### src/rtl/toggle_dec_pkg.sv
// Shared definitions for the toggle pulse decoder: FSM state type and
// default parameter values.
package toggle_dec_pkg;

  localparam int SYNC_STAGES_DEF = 2;
  localparam int CNT_W_DEF       = 4;

  // Wide enough for the priming count (SYNC_STAGES is at most 4)
  localparam int PRIME_CNT_W     = 3;

  typedef enum logic {
    PRIME = 1'b0,
    RUN   = 1'b1
  } dec_state_e;

endpackage

### src/rtl/toggle_sync.sv
// Multi-flop synchronizer for a single asynchronous level.
module toggle_sync #(
  parameter int STAGES = 2
) (
  input  logic clk,
  input  logic clear_n,
  input  logic d,
  output logic q
);

  logic [STAGES-1:0] sync_q;
  logic [STAGES-1:0] sync_d;

  // Shift the raw input one stage deeper each cycle
  always_comb begin
    sync_d = {sync_q[STAGES-2:0], d};
  end

  // Synchronizer flops, cleared asynchronously
  always_ff @(posedge clk or negedge clear_n) begin
    if (!clear_n) begin
      sync_q <= '0;
    end else begin
      sync_q <= sync_d;
    end
  end

  assign q = sync_q[STAGES-1];

endmodule

### src/rtl/toggle_pulse_decoder.sv
// Toggle-encoded event decoder: synchronizes tog_in, turns each level change
// into a one-cycle event_pulse and counts unconsumed events in a saturating
// pending counter drained by a valid/ready consumer.
// Optional sticky overflow flag is built only when TOGGLE_DEC_OVF_EN is defined.
//
// state | meaning
// PRIME | loading prev from the synchronizer after reset; events suppressed
// RUN   | comparing synchronizer output against prev; events decoded
module toggle_pulse_decoder
  import toggle_dec_pkg::*;
#(
  parameter int SYNC_STAGES = SYNC_STAGES_DEF,
  parameter int CNT_W       = CNT_W_DEF
) (
  input  logic             clk,
  input  logic             clear_n,
  input  logic             tog_in,
  output logic             event_pulse,
  output logic             ev_valid,
  input  logic             ev_ready,
  output logic [CNT_W-1:0] pending,
  output logic             ovf,
  input  logic             ovf_clr
);

  localparam logic [PRIME_CNT_W-1:0] PRIME_START = PRIME_CNT_W'(SYNC_STAGES);
  localparam logic [CNT_W-1:0]       PEND_MAX    = '1;

  dec_state_e             state_q, state_d;
  logic [PRIME_CNT_W-1:0] prime_cnt_q, prime_cnt_d;
  logic                   prev_q, prev_d;
  logic                   event_pulse_q, event_pulse_d;
  logic [CNT_W-1:0]       pending_q, pending_d;
  logic                   sync_out;
  logic                   event_det;
  logic                   accept;
  logic                   ovf_set;

  toggle_sync #(
    .STAGES (SYNC_STAGES)
  ) u_sync (
    .clk     (clk),
    .clear_n (clear_n),
    .d       (tog_in),
    .q       (sync_out)
  );

  // State, priming timer and decode registers
  always_ff @(posedge clk or negedge clear_n) begin
    if (!clear_n) begin
      state_q       <= PRIME;
      prime_cnt_q   <= PRIME_START;
      prev_q        <= 1'b0;
      event_pulse_q <= 1'b0;
      pending_q     <= '0;
    end else begin
      state_q       <= state_d;
      prime_cnt_q   <= prime_cnt_d;
      prev_q        <= prev_d;
      event_pulse_q <= event_pulse_d;
      pending_q     <= pending_d;
    end
  end

  // Next state: hold in PRIME until the down-counter reaches terminal count
  always_comb begin
    state_d     = state_q;
    prime_cnt_d = prime_cnt_q;
    case (state_q)
      PRIME: begin
        if (prime_cnt_q == '0) begin
          state_d = RUN;
        end else begin
          prime_cnt_d = prime_cnt_q - PRIME_CNT_W'(1);
        end
      end
      RUN:     state_d = RUN;
      default: state_d = PRIME;
    endcase
  end

  // FSM outputs: event detection is gated off while priming; prev always tracks
  always_comb begin
    prev_d        = sync_out;
    event_det     = (state_q == RUN) && (sync_out != prev_q);
    event_pulse_d = event_det;
  end

  // Pending counter: saturates at all-ones, an event plus acceptance cancel out
  always_comb begin
    pending_d = pending_q;
    ovf_set   = 1'b0;
    accept    = ev_valid && ev_ready;
    if (event_det && !accept) begin
      if (pending_q == PEND_MAX) begin
        ovf_set = 1'b1;
      end else begin
        pending_d = pending_q + CNT_W'(1);
      end
    end else if (!event_det && accept) begin
      pending_d = pending_q - CNT_W'(1);
    end
  end

  assign event_pulse = event_pulse_q;
  assign pending     = pending_q;
  assign ev_valid    = (pending_q != '0);

`ifdef TOGGLE_DEC_OVF_EN
  logic ovf_q, ovf_d;

  // Sticky overflow: a new overflow wins over a same-cycle clear
  always_comb begin
    ovf_d = ovf_q;
    if (ovf_set) begin
      ovf_d = 1'b1;
    end else if (ovf_clr) begin
      ovf_d = 1'b0;
    end
  end

  // Overflow flag register
  always_ff @(posedge clk or negedge clear_n) begin
    if (!clear_n) begin
      ovf_q <= 1'b0;
    end else begin
      ovf_q <= ovf_d;
    end
  end

  assign ovf = ovf_q;
`else
  logic [1:0] unused_ovf_sigs;
  assign unused_ovf_sigs = {ovf_clr, ovf_set};
  assign ovf             = 1'b0;
`endif

endmodule

### config.mk
export PLATFORM = sky130hd
export DESIGN_NAME = toggle_pulse_decoder
export DESIGN_NICKNAME = d
export VERILOG_FILES = /design/src/rtl/toggle_dec_pkg.sv /design/src/rtl/toggle_sync.sv /design/src/rtl/toggle_pulse_decoder.sv
export SDC_FILE = /design/constraint.sdc
export NUM_CORES = 1
export LEC_CHECK = 0
export ABC_CLOCK_PERIOD_IN_PS = 2600
export CORE_AREA = 2 2 44 46
export DETAILED_ROUTE_END_ITERATION = 7
export DIE_AREA = 0 0 46 48
export PLACE_DENSITY = 0.65
export SETUP_SLACK_MARGIN = 0.05
export SLEW_MARGIN = 20
export SYNTH_ARGS = -nofsm -noshare
export SYNTH_HDL_FRONTEND = slang
export SYNTH_SLANG_ARGS = --single-unit
export TNS_END_PERCENT = 100
### constraint.sdc
create_clock -name clk -period 2.6 [get_ports clk]
set_input_delay 0.39 -clock clk [delete_from_list [all_inputs] [get_ports clk]]
set_output_delay 0.39 -clock clk [all_outputs]
set_load 0.01 [all_outputs]
Yosys cells after proc, flatten, opt, wreduce, memory -nomap -nowiden
Index checks and enable logic that the tools add are counted.
{ "classes": {"addsub": 3, "n_eq_ne": 3, "n_mux": 5, "bitwise_logic": 2, "reduce_logical": 11} }
{ "op_table": {"columns": ["cell", "n"], "rows": [
  ["4-bit two-way mux", 3],
  ["4-bit by 1-bit adder with 4-bit output, second input constant", 1],
  ["4-bit == test, second input constant", 1],
  ["1-bit logical AND", 4],
  ["2-bit AND reduction", 2],
  ["4-bit nonzero test", 1],
  ["4-bit by 1-bit subtractor with 4-bit output, second input constant", 1],
  ["3-bit logical NOT", 1],
  ["3-bit by 1-bit subtractor with 3-bit output, second input constant", 1],
  ["1-bit logical NOT", 2],
  ["2-bit != test, second input constant", 1],
  ["1-bit NOT", 2],
  ["1-bit one-hot mux with 2 select lines", 1],
  ["2-bit nonzero test", 1],
  ["1-bit two-way mux", 1],
  ["1-bit != test", 1]
]} }
{ "word_totals": {"regBits": 12, "input_bits": 5, "out_inout_bits": 7, "word_cells": 30} }

Longest topological paths before layout
Gate-level depths: netlist of run 1.
{ "depth": {"ltp_word": 6, "ltp_mapped": 8, "mapped_depth_nobuf": 8} }

Cells and area by module
A second synthesis of run 1 with hierarchy kept.
{ "hier_totals": {"hier_cells": 46, "hier_area_um2": 571.8} }
{ "modules_own_cells": {"columns": ["module", "instances", "cells_each", "area_each_um2"], "rows": [
  ["toggle_pulse_decoder", 1, 44, 521.8],
  ["toggle_sync", 1, 2, 50.0]
]} }

Worst setup path after synthesis of run 1
No wires, ideal clock.
{ "synth_timing": {"kind": "reg2reg", "startpoint": "reg pending_q[0] (netlist: pending[0])", "endpoint": "reg pending_q[3] (netlist: pending[3])", "setup_ps": 79, "arrival_ps": 2053, "required_ps": 2521, "slack_ps": 467, "stages_incl_launch_ff": 8, "path_buffers": 0, "synth_period_minus_slack_ps": 2133, "path_cell_list": "dfrtp_1 > o41ai_2 > nand2_1 > ha_1 > a21o_2 > a21oi_1 > mux2i_1 > xor2_1"} }
{ "synth_between": {"elab_chain_cells": 6} }
{ "synth_lines": {"columns": ["element", "line_no", "text"], "rows": [
  ["from (decl)", "toggle_pulse_decoder.sv:33", "logic [CNT_W-1:0] pending_q, pending_d;"],
  ["from (signal assigned)", "toggle_pulse_decoder.sv:61", "pending_q <= pending_d;"],
  ["branches (longest 6 deep; another with 4-bit by 1-bit subtractor with 4-bit output)", null, null]
]} }
Parallel ways; which one is timed is not known. The select of a mux whose other input is x is not followed.
A chain may end at the register's enable or synchronous reset.

Final worst setup path of run 1
{ "layout_timing": {"startpoint": "reg pending_q[0] (netlist: pending[0])", "endpoint": "out ev_valid"} }
{ "layout_between": {"elab_chain_cells": 1} }
{ "layout_lines": {"columns": ["element", "line_no", "text"], "rows": [
  ["4-bit nonzero test", "toggle_pulse_decoder.sv:107", "assign ev_valid = (pending_q != '0);"],
  ["to (decl)", "toggle_pulse_decoder.sv:19", "output logic ev_valid,"]
]} }
No other way between the ends.

==> results of run 1 <==
-- flip-flops by register name, summed over array words and instances (netlist names) --
| signal | flops |
|---|---|
| prime_cnt_q | 3 |
| event_pulse | 1 |
| prev_q | 1 |
| u_sync.sync_q | 2 |
| state_q | 1 |
| pending | 4 |
-- synth_stat cells --
cell type / n
sky130_fd_sc_hd__mux2_1: 2
sky130_fd_sc_hd__mux2i_1: 1
sky130_fd_sc_hd__a21o_2: 2
sky130_fd_sc_hd__conb_1: 1
sky130_fd_sc_hd__nand4_1: 2
sky130_fd_sc_hd__xor2_1: 4
sky130_fd_sc_hd__dfstp_2: 1
sky130_fd_sc_hd__fa_1: 1
sky130_fd_sc_hd__nor2_1: 2
sky130_fd_sc_hd__ha_1: 4
sky130_fd_sc_hd__nand2_2: 1
sky130_fd_sc_hd__and2_1: 1
sky130_fd_sc_hd__or4_2: 1
sky130_fd_sc_hd__nand2_1: 2
sky130_fd_sc_hd__xnor2_1: 1
sky130_fd_sc_hd__a21oi_1: 2
sky130_fd_sc_hd__buf_4: 1
sky130_fd_sc_hd__inv_1: 4
sky130_fd_sc_hd__o41ai_2: 1
sky130_fd_sc_hd__o21ai_0: 1
sky130_fd_sc_hd__dfrtp_1: 11
-- final timing paths --
check	from	endpoint	slack (ns)	depth (start not counted)
max reg2reg	pending[0]	pending[3]	0.30	7
min in group asynchronous	clear_n	prime_cnt_q[0]	0.47	1
min reg2reg	u_sync.sync_q[0]	u_sync.sync_q[1]	0.35	0
max	pending[0]	ev_valid	0.27	2
max in group asynchronous	clear_n	prime_cnt_q[1]	1.77	1
min	u_sync.sync_q[0]	u_sync.sync_q[1]	0.35	0
-- area by class of cell --
class / instances / area [µm²]
timing repair buffer: 9 / 90.1
sequential: 12 / 302
fill: 160 / 977
clock buffer: 4 / 36.3
tap: 17 / 21.3
multi-input combinational: 29 / 248
inverter: 4 / 15.0
-- routing by layer --
layer  share of wire (%)  GRT usage, %  wire (µm)
met3                 7.0          6.79         60
met1                  43          11.2        366
met4                 1.6          6.86         14
met5                   0             0          0
met2                  48          16.7        411
-- cell families (layout without fill, tap and decap cells) --
logic type,after synthesis,after routing
DFF,12,12
and+or+nand+nor,9,9
AOI/OAI and AO/OA,6,6
adders and majority gates,5,5
xor gates and xnor gates,5,5
buffers and inverters,5,17
muxes,3,3
other,1,1
-- through the flow --
stage                     hold WS [ns]  total power, µW  worst slack [ns]
final                            0.350              688             0.273
after global routing             0.371              753             0.107
after CTS                        0.354              701             0.256
after detailed placement         0.336              549             0.301
after global placement           0.334              543             0.353
after floorplan                 0.0944              436             0.467
-- power by group through the flow --
stage | combinational [µW] | clock [µW] | sequential (µW)
after floorplan | 137 | 0 | 299
after global placement | 249 | 0 | 294
after detailed placement | 254 | 0 | 296
after CTS | 255 | 154 | 292
after global routing | 285 | 169 | 299
final | 251 | 147 | 290
-- worst register-to-register path: stages, from the launching register on --
cell and delay (ns):
sky130_fd_sc_hd__dfrtp_1 0.48, sky130_fd_sc_hd__o41ai_2 0.48, sky130_fd_sc_hd__nand2_1 0.18, sky130_fd_sc_hd__ha_1 0.31, sky130_fd_sc_hd__a21o_2 0.21, sky130_fd_sc_hd__a21oi_1 0.16, sky130_fd_sc_hd__mux2i_1 0.25, sky130_fd_sc_hd__xor2_1 0.16
==> out/results.md, run 1 <==
## Timing
• **final worst clock skew** 0.000974 ns
• **post-layout min period** 2.33 ns
• **Worst slew margin** 63.9%
• **Max Freq** 430 MHz
• **Finish-stage setup viols** 0
• **final clock period utilization by the worst path** 89.5%
• **final slew viol count** 0
• **final hold vios** 0
• **RSZ-0062 raised after global routing** no
• **transition time at the pin with the least slew margin** 0.541 ns
• **Total Neg Setup Slack** 0 ns

## Route
• **Vias per Instance** 4.67
• **DRC errors left** 0
• **DRC marker count from the first detailed-route iteration** 5
• **number of antenna-violating nets in the routed design** 0
• **DRT Pass-1 Iters** 2
• **per-cell routed wire length** 11.4 µm
• **total via count after detailed routing** 350
• **final wirelength** 852 µm

## Global route
• **initial antenna violation count** 0
• **via count of the first global-routing pass** 361
• **largest net degree at the start of global routing** 13
• **overall overflow remaining after global route** 0
• **first-pass GRT wire length** 1500 µm
• **global routing usage summed across all routing layers** 10.9%

## Power
• **internal cell power** 461 µW
• **Pwr per Cell Area** 966 nW/µm²
• **switching share of total power** 32.9%
• **IR Drop Worst-Case VDD** 494 µV
• **sw power** 227 µW
• **leak pwr** 0.000304 µW
• **Gate power share** 36.4%
• **clock network power share** 21.4%
• **sequential fraction of design power** 42.2%

## Setup path
• **data arrival time of the critical path** 1.94 ns
• **category of the most critical setup path** register to output port
• **CP endpoint kind** output port
• **ordered cell list for the critical path** or4_2, clkdlybuf4s50_1
• **worst path bufs/invs** 1
• **largest incremental delay on the critical path** 0.69 ns
• **Worst Path Required** 2.21 ns
• **cell at the slowest stage of the critical path** sky130_fd_sc_hd__or4_2
• **largest fanout on the critical path** 7
• **cell type group with the largest total delay on the critical path** simple AND/OR/NAND/NOR gates
• **type of origin of the critical path** register

## Placement
• **post-detail-place hpwl** 643 µm
• **Post-DP Area** 676 µm²
• **Inst Count DP** 71
• **IO buf count** 9
• **last weighted congestion value of the routability-driven placer** 0.650

## Floorplan
• **y dimension of the die** 48 µm
• **area enclosed by the die boundary** 2210 µm²
• **Core Rows** 15
• **Chip Width** 46 µm
• **starting utilization of the core area** 33.9%
• **placeable core area** 1690 µm²
• **num ports** 12

## CTS
• **TritonCTS clock tree** done
• **clock transition at the registers of the reported paths** 0.07 ns
• **total clock sinks** 12
• **CTS resizes** 0
• **clock latency on the worst-skew pair** 0.27 ns
• **total clock buffers created by CTS** 3
• **postcts setup bufs** 0
• **total number of H-tree levels** 1
• **total of hold buffers inserted after clock tree synthesis** 0
• **clock root buffer** sky130_fd_sc_hd__clkbuf_4
• **maximum number of buffers from clock root to sink** 2

## Cells and area
• **antenna diode count** 0
• **final core utilization** 42.1%
• **post-route cell area** 712 µm²
• **layout overhead on the synthesized area** 24.5%
• **non-filler cells, final** 75
• **most used cells in the layout excluding fill and tap cells** sky130_fd_sc_hd__dfrtp_1 (11), sky130_fd_sc_hd__clkdlybuf4s50_1 (9), sky130_fd_sc_hd__xor2_1 (4), sky130_fd_sc_hd__inv_1 (4), sky130_fd_sc_hd__ha_1 (4)
• **commonest non-fill, non-tap cell in the layout** sky130_fd_sc_hd__dfrtp_1
• **net total in the final layout** 69
• **fraction of layout instances using a drive strength above 1** 17.2%

## Logic synthesis
• **post-synthesis area per instance** 12.4 µm²
• **cells taking the most area after synthesis** sky130_fd_sc_hd__dfrtp_1 (48%), sky130_fd_sc_hd__ha_1 (8.8%), sky130_fd_sc_hd__xor2_1 (6.1%)
• **multiplexer fraction of the synthesized cell area** 5.69%
• **xor and xnor area share after synthesis** 7.66%
• **gate count after technology mapping** 46
• **post-synthesis cell area** 572 µm²
• **number of synthesized register bits** 12
• **fraction of the mapped netlist area in simple logic gates** 8.53%
• **Distinct cells, synth** 21
• **arithmetic-cell share of the synthesized area counting full adders, half adders and majority gates** 12.3%
• **share of synthesized area occupied by flip-flops and latches** 52.7%
• **Synth Area in Compound Gates** 8.53%
• **top cell type's share of synthesized area** 48.1%
• **Synthesized Nets** 56
• **yosys warns** 0
• **main combinational cell family by area after synthesis** adder cells
• **library cell occupying the most area in the post-synthesis netlist** sky130_fd_sc_hd__dfrtp_1

## Run status
• **outcome** finished clean

## Run
• **number of maximum-capacitance constraint violations** 0

## Worst hold path
• **type of the worst min-delay path** register to register

Power figures use the tool's default switching activity.
==> run 2, diff against run 1 <==
--- a/config.mk
+++ b/config.mk
@@ -9,6 +9,7 @@
 export CORE_AREA = 2 2 44 46
 export DETAILED_ROUTE_END_ITERATION = 7
 export DIE_AREA = 0 0 46 48
+export GPL_TIMING_DRIVEN = 0
 export PLACE_DENSITY = 0.65
 export SETUP_SLACK_MARGIN = 0.05
 export SLEW_MARGIN = 20
==> out/results.md, run 2 (synthesized netlist as in run 1, its figures left out) <==
## CTS
• **total of hold buffers inserted after clock tree synthesis** 0
• **clock latency on the worst-skew pair** 0.27 ns
• **CTS resizes** 0
• **clock transition at the registers of the reported paths** 0.07 ns
• **maximum number of buffers from clock root to sink** 2
• **total clock sinks** 12
• **TritonCTS clock tree** done
• **postcts setup bufs** 0
• **total clock buffers created by CTS** 3
• **clock root buffer** sky130_fd_sc_hd__clkbuf_4
• **total number of H-tree levels** 1

## Route
• **final wirelength** 851 µm
• **number of antenna-violating nets in the routed design** 0
• **DRC marker count from the first detailed-route iteration** 3
• **Vias per Instance** 4.76
• **per-cell routed wire length** 11.2 µm
• **total via count after detailed routing** 362
• **DRC errors left** 0
• **DRT Pass-1 Iters** 4

## Cells and area
• **commonest non-fill, non-tap cell in the layout** sky130_fd_sc_hd__dfrtp_1
• **number of flip-flops in the largest register** 4
• **number of filler instances in the final layout** 159
• **register area** 302 µm²
• **area of combinational cells with multiple inputs** 248 µm²
• **most used cells in the layout excluding fill and tap cells** sky130_fd_sc_hd__dfrtp_1 (11), sky130_fd_sc_hd__clkdlybuf4s50_1 (9), sky130_fd_sc_hd__xor2_1 (4), sky130_fd_sc_hd__inv_1 (4), sky130_fd_sc_hd__ha_1 (4)
• **non-filler cells, final** 76
• **antenna diode count** 0
• **fraction of layout instances using a drive strength above 1** 16.9%
• **layout overhead on the synthesized area** 24.1%
• **net total in the final layout** 70

## Timing
• **slack of the critical path** 0.269 ns
• **Finish-stage setup viols** 0
• **final slew viol count** 0
• **Max Freq** 429 MHz
• **final clock period utilization by the worst path** 89.6%
• **RSZ-0062 raised after global routing** no
• **Worst slew margin** 65.0%
• **final worst clock skew** 0.00868 ns
• **post-layout min period** 2.33 ns
• **Total Neg Setup Slack** 0 ns
• **transition time at the pin with the least slew margin** 0.524 ns
• **final hold vios** 0

## Setup path
• **CP endpoint kind** output port
• **Worst Path Required** 2.21 ns
• **category of the most critical setup path** register to output port
• **type of origin of the critical path** register
• **largest fanout on the critical path** 7
• **data arrival time of the critical path** 1.94 ns

## Floorplan
• **Chip Width** 46 µm
• **y dimension of the die** 48 µm
• **starting utilization of the core area** 33.9%
• **Core Rows** 15
• **placeable core area** 1690 µm²
• **area enclosed by the die boundary** 2210 µm²
• **num ports** 12

## Placement
• **post-detail-place hpwl** 658 µm
• **Inst Count DP** 72
• **last weighted congestion value of the routability-driven placer** 0.661
• **Worst Setup Slack post-DPL** 0.342 ns
• **IO buf count** 9

## Run status
• **outcome** finished clean

## Global route
• **overall overflow remaining after global route** 0
• **first-pass GRT wire length** 1580 µm
• **via count of the first global-routing pass** 384
• **largest net degree at the start of global routing** 13
• **initial antenna violation count** 0
• **global routing usage summed across all routing layers** 10.9%

## Worst hold path
• **type of the worst min-delay path** register to register

## Power
• **leak pwr** 0.000304 µW
• **IR Drop Worst-Case VDD** 494 µV
• **Pwr per Cell Area** 929 nW/µm²

## Run
• **number of maximum-capacitance constraint violations** 0

==> run 2: changes by cell type in the layout (fill, tap and decap cells not counted) <==
cell | previous run | this run
sky130_fd_sc_hd__clkbuf_1 | 0 | 1
sky130_fd_sc_hd__clkbuf_8 | 1 | 0
sky130_fd_sc_hd__buf_4 | 0 | 1
==> run 2: worst max-delay path, stage by stage, from the launching register on <==
cell	delay, ns
sky130_fd_sc_hd__dfrtp_1	0.49
sky130_fd_sc_hd__or4_2	0.69
sky130_fd_sc_hd__clkdlybuf4s50_1	0.50
==> run 2: cell type report <==
class	instances	share of cell area, %
Clock buffer	4	3.70
Timing Repair Buffer	9	12.7
Sequential cell	12	42.5
Buffer	1	1.06
Tap cell	17	3.00
Inverter	4	2.12
Multi-Input combinational cell	29	34.9
==> run 2: power breakdown <==
group | internal, µW | switching [µW] | leakage (µW)
clock | 59.4 | 57.1 | 0.0000150
combinational | 152 | 98.9 | 0.000148
sequential | 225 | 66.6 | 0.000140
total | 436 | 223 | 0.000304
==> run 2: final timing paths <==
check	from	to	slack, ns	depth (start not counted)
worst max-delay path	pending[0]	ev_valid	0.27	2
worst min-delay path	u_sync.sync_q[0]	u_sync.sync_q[1]	0.34	0
worst max register to register	pending[0]	pending[3]	0.33	7
worst min register to register	u_sync.sync_q[0]	u_sync.sync_q[1]	0.34	0
max in group asynchronous	clear_n	prime_cnt_q[1]	1.77	1
min in group asynchronous	clear_n	pending[2]	0.46	1
==> run 2: per-layer routing <==
metal / vias to the layer above / global-route usage, % / share of wire (%)
li1: 179 / - / -
met1: 167 / 12.1 / 43
met2: 14 / 17.2 / 49
met3: 2 / 6.79 / 6.6
met4: 0 / 3.43 / 1.3
met5: - / 0 / 0
==> run 2: metrics by stage <==
stage                     area [µm²]  total power [µW]  hold WS [ns]  util [%]
after floorplan                  572               436        0.0944         -
after global placement           683               544         0.334      40.4
after detailed placement         683               550         0.340      40.4
after CTS                        709               670         0.343      42.0
after global routing             709               717         0.362      42.0
final                            709               659         0.342      42.0
